[src/rtl/mos_decoder_sequencer.sv]
// Drives opcodes into a MOS decoder, waits SETTLE_CYCLES, then captures its result (single opcode or full 0x00..0xFF sweep).
// Optional build macro MOS_SEQ_SIGNATURE_EN adds a 32-bit running signature of every capture.
`timescale 1ns/1ps
module mos_decoder_sequencer #(
  parameter int unsigned SETTLE_CYCLES = 2
) (
  input  logic        wb_clk_i,
  input  logic        wb_rst_i,
  input  logic [7:0]  cmd_instr_i,
  input  logic        cmd_start_i,
  input  logic        cmd_sweep_i,
  output logic [7:0]  decoder_instr_o,
  input  logic [65:0] decoder_result_i,
  output logic [65:0] result_o,
  output logic        busy_o,
  output logic        done_o,
  output logic [31:0] signature_o
);

  localparam logic [3:0] CNT_RELOAD = 4'(SETTLE_CYCLES - 1);

  typedef enum logic [1:0] {
    IDLE    = 2'd0,
    SETTLE  = 2'd1,
    CAPTURE = 2'd2
  } state_e;

  state_e      state_q, state_d;
  logic [3:0]  cnt_q, cnt_d;
  logic        sweep_q, sweep_d;
  logic [7:0]  instr_q, instr_d;
  logic [65:0] result_q, result_d;
  logic        done_q, done_d;

  always_ff @(posedge wb_clk_i) begin
    if (wb_rst_i) begin
      state_q  <= IDLE;
      cnt_q    <= 4'd0;
      sweep_q  <= 1'b0;
      instr_q  <= 8'h00;
      result_q <= '0;
      done_q   <= 1'b0;
    end else begin
      state_q  <= state_d;
      cnt_q    <= cnt_d;
      sweep_q  <= sweep_d;
      instr_q  <= instr_d;
      result_q <= result_d;
      done_q   <= done_d;
    end
  end

  always_comb begin
    state_d  = state_q;
    cnt_d    = cnt_q;
    sweep_d  = sweep_q;
    instr_d  = instr_q;
    result_d = result_q;
    done_d   = done_q;
    case (state_q)
      IDLE: begin
        // Sweep takes priority when both requests arrive together.
        if (cmd_sweep_i) begin
          instr_d = 8'h00;
          sweep_d = 1'b1;
          cnt_d   = CNT_RELOAD;
          done_d  = 1'b0;
          state_d = SETTLE;
        end else if (cmd_start_i) begin
          instr_d = cmd_instr_i;
          sweep_d = 1'b0;
          cnt_d   = CNT_RELOAD;
          done_d  = 1'b0;
          state_d = SETTLE;
        end
      end
      SETTLE: begin
        if (cnt_q != 4'd0) begin
          cnt_d = cnt_q - 4'd1;
        end else begin
          state_d = CAPTURE;
        end
      end
      CAPTURE: begin
        result_d = decoder_result_i;
        if (!sweep_q || (instr_q == 8'hFF)) begin
          done_d  = 1'b1;
          state_d = IDLE;
        end else begin
          instr_d = instr_q + 8'd1;
          cnt_d   = CNT_RELOAD;
          state_d = SETTLE;
        end
      end
      default: begin
        state_d = IDLE;
      end
    endcase
  end

  assign decoder_instr_o = instr_q;
  assign result_o        = result_q;
  assign busy_o          = (state_q != IDLE);
  assign done_o          = done_q;

`ifdef MOS_SEQ_SIGNATURE_EN
  logic [31:0] sig_q, sig_d;
  logic        sig_clr;
  logic        sig_upd;

  function automatic logic [31:0] sig_fold(input logic [31:0] sig, input logic [65:0] r);
    return {sig[30:0], sig[31]} ^ (r[31:0] ^ r[63:32] ^ {30'b0, r[65:64]});
  endfunction

  // Cleared on exactly the same condition that accepts a command in IDLE.
  assign sig_clr = (state_q == IDLE) && (cmd_sweep_i || cmd_start_i);
  assign sig_upd = (state_q == CAPTURE);

  always_comb begin
    sig_d = sig_q;
    if (sig_clr) begin
      sig_d = 32'h0;
    end else if (sig_upd) begin
      sig_d = sig_fold(sig_q, decoder_result_i);
    end
  end

  always_ff @(posedge wb_clk_i) begin
    if (wb_rst_i) begin
      sig_q <= 32'h0;
    end else begin
      sig_q <= sig_d;
    end
  end

  assign signature_o = sig_q;
`else
  assign signature_o = 32'h0;
`endif

endmodule

[config.mk]
export PLATFORM = sky130hd
export DESIGN_NAME = mos_decoder_sequencer
export DESIGN_NICKNAME = d
export VERILOG_FILES = /design/src/rtl/mos_decoder_sequencer.sv
export SDC_FILE = /design/constraint.sdc
export NUM_CORES = 1
export LEC_CHECK = 0
export BUFFER_PORTS_ARGS = -buffer_cell sky130_fd_sc_hd__buf_2
export CORE_MARGIN = 8
export CORE_UTILIZATION = 40
export DETAILED_ROUTE_END_ITERATION = 6
export PLACE_DENSITY = 0.82
export SLEW_MARGIN = 25
export SYNTH_ARGS = -nofsm -noshare
export SYNTH_HDL_FRONTEND = slang
export SYNTH_SLANG_ARGS = --single-unit
[constraint.sdc]
create_clock -name wb_clk_i -period 1.8 [get_ports wb_clk_i]
set_clock_uncertainty 0.15 [all_clocks]
set_input_delay 0.18 -clock wb_clk_i [delete_from_list [all_inputs] [get_ports wb_clk_i]]
set_output_delay 0.18 -clock wb_clk_i [all_outputs]
set_load 0.005 [all_outputs]
==> results.md <==
* Synthesized area per cell at 7.88 um2
* Initial antenna violation count at 0
* Layout Nets at 732
* Worst Hold Launch: cmd_instr_i[2]
* IO Pins at 186
* Global-route wire length before repair at 17.7 mm
* Detailed Route WL at 11.3 mm
* Worst-Skew Late Latency at 340 ps
* Initial Utilization at 0.413
* Routability congestion estimate at 0.895
* CP max stage delay at 390 ps
* Max VDD drop at 0.480 mV
* DRC at 0
* Dpl hpwl at 7.24 mm
* Synthesis warning total at 0
* CORE AREA at 8220 um2
* Worst r2r dst: cnt_q[1]
* CTS Root Cell: clkbuf_8
* CP Capture Type: flop
* Non-filler cells, final at 763
* Design Area, Final at 5120 um2
* Hold Path Class: input pin to flop
* Power density cells at 791 nW/um2
* Crit path cell chain: ha_4 -> nand4_4 -> o211a_4 -> or4_1 -> a21oi_1
* Slew Limit Fails at 0
* Worst setup margin at 102 ps
* First-pass DRT Iterations at 4
* CTS Sinks at 82
* DRT iter0 DRCs at 190
* Register area at 1640 um2
* RSZ-0062 raised after global routing: yes
* Residual overflow from global routing at 0
* Num CTS Buffers at 9
* CTS tree: built
* Vias/cell at 4.80
* H-tree levels at 3
* Synthesized instance count at 431
* Die area at 11700 um2
* FP Rows at 33
* Commonest non-fill, non-tap cell in the layout: buf_2
* Cells after DPL at 676
* # setup viols final at 0
* Final hold violation count at 0
* Leakage dissipation at 0.00229 uW
* Antenna viol nets, final at 0
* Total track usage at 0.187
* Max-Cap Viols at 0
* Maximum clock insertion buffer count at 2
* IO Port Bufs at 153
* Synth Cell Area at 3400 um2
* CP max-delay cell: or4_1
* Vias in the first global route at 3674
* Setup CP Type: flop to flop
* Buf/Inv on CP at 0
* Delay-heaviest family, CP: simple AND/OR/NAND/NOR gates
* Outcome: completed
* Sequential share of the synthesized area at 0.483
* Maximum clock rate at 589 MHz
* Synth Register Bits at 82
* Crit path depth at 5
* Worst R2R Start: decoder_instr_o[0]
* Crit start category: flop
* Commonest cells after routing, fill and taps aside: buf_2, nand2_1, dfxtp_1
* Routed vias at 3664
* Final Cycle Share at 0.943
* Hold Slack at 26.4 ps
* Share of layout cells above drive strength 1 at 0.291
* WL/cell at 14.8 um
* R2R cell count at 5
* Hold endpoint: decoder_instr_o[2]
* Hold depth at 3
* Crit-path max FO at 5
* Filler cell count at 682
* Worst-path clk slew at 80 ps
* Multi-input logic area at 1530 um2
* FF-to-FF setup slack at 100 ps
* WP data arrival at 1830 ps
* Final min period at 1700 ps
* Die width at 108 um
* DP Worst Slack at 48.5 ps
* Worst EP required at 1930 ps
* Dpl cell area at 4200 um2
* Die H at 108 um
* Largest net degree at the start of global routing at 70
* Total power at 4050 uW
* Synth cell types at 40
* Layout area overhead at 50.7%
==> kinds of logic after synthesis <==
logic type | Yosys count | synth area share
other | 1 | 0.00110
adders and majority gates | 2 | 0.00737
AOI/OAI and AO/OA | 108 | 0.182
buffers and inverters | 65 | 0.109
and+or+nand+nor | 173 | 0.217
DFF | 82 | 0.483
==> worst max-delay path by stage <==
stage / from / end / slack [ps]
after global placement: decoder_instr_o[1] / cnt_q[1] / 70
final: decoder_instr_o[0] / cnt_q[1] / 100
after CTS: decoder_instr_o[1] / cnt_q[1] / 30
after global routing: state_q[0] / decoder_instr_o[0] / -4
after detailed placement: decoder_instr_o[1] / cnt_q[1] / 50
after floorplan: decoder_instr_o[1] / cnt_q[1] / 4
==> per-layer routing <==
metal	vias up	track usage	routed length, um
met5	-	0	0
met4	0	0.0942	260
met3	28	0.0690	1210
met2	157	0.327	5660
met1	1661	0.193	4200
li1	1818	-	-
==> synth_stat cells <==
| library cell | n | area (um2) |
|---|---|---|
| or2b_1 | 2 | 15.0 |
| nor4_1 | 3 | 18.8 |
| a21oi_1 | 80 | 400 |
| nand4_1 | 1 | 6.26 |
| nand2_1 | 134 | 503 |
| nand2b_1 | 6 | 37.5 |
| o211a_1 | 1 | 10.0 |
| nand3_1 | 5 | 25.0 |
| o221a_2 | 1 | 11.3 |
| buf_1 | 4 | 15.0 |
| a21o_1 | 1 | 7.51 |
| nand3b_1 | 1 | 7.51 |
| nand4_4 | 1 | 21.3 |
| or4_1 | 1 | 7.51 |
| o31ai_1 | 1 | 7.51 |
| nor3b_1 | 1 | 7.51 |
| o21ai_1 | 1 | 5.00 |
| a221oi_1 | 1 | 8.76 |
| a311oi_1 | 3 | 26.3 |
| a31oi_1 | 1 | 6.26 |
| dfxtp_1 | 82 | 1640 |
| nor2_1 | 9 | 33.8 |
| nor3_1 | 6 | 30.0 |
| nor2b_2 | 1 | 8.76 |
| o2bb2ai_1 | 1 | 8.76 |
| nor4b_1 | 1 | 8.76 |
| o31a_1 | 1 | 8.76 |
| a211oi_1 | 1 | 7.51 |
| a22oi_1 | 3 | 22.5 |
| and3_1 | 1 | 6.26 |
| buf_2 | 5 | 25.0 |
| o32ai_1 | 4 | 35.0 |
| o211ai_2 | 1 | 12.5 |
| conb_1 | 1 | 3.75 |
| ha_1 | 2 | 25.0 |
| o21ai_0 | 5 | 25.0 |
| inv_1 | 8 | 30.0 |
| clkbuf_1 | 16 | 60.1 |
| a21boi_0 | 2 | 15.0 |
| buf_4 | 32 | 240 |
==> where the power goes <==
part	switching, uW	internal (uW)	leakage (uW)
Sequential	78.4	1920	0.000666
Clock	618	640	0.0000914
Combinational	400	391	0.00153
Total	1100	2950	0.00229
==> flip-flops by register name, indices dropped and copies added (netlist names) <==
name,flops
decoder_instr_o,8
done_o,1
cnt_q,4
sweep_q,1
state_q,2
result_o,66
==> layout make-up <==
cell class,instances,share of cell area
Sequential cell,82,0.321
Timing Repair Buffer,236,0.312
Multi-Input combinational cell,315,0.299
Clock buffer,13,0.0271
Tap cell,105,0.0257
Clock inverter,3,0.00782
Inverter,8,0.00587
Antenna cell,1,0.000489
==> per-stage QoR <==
step                 util  setup TNS [ps]
floorplan               -               0
global placement    0.511               0
detailed placement  0.511               0
CTS                 0.615               0
global route        0.623           -4.01
finish              0.623               0
==> worst min-delay path, cell delays in order <==
cell and delay, ps:
buf_2 100, a21oi_1 110, o32ai_1 80
==> repair_timing <==
action                     in CTS  in global routing
setup endpoints to repair       0                  7
hold endpoints to repair       67                  0
resized for setup               0                  4
buffers inserted                0                  2
hold buffers                   67                  0
Note: power is estimated with default switching activity, not from simulation.
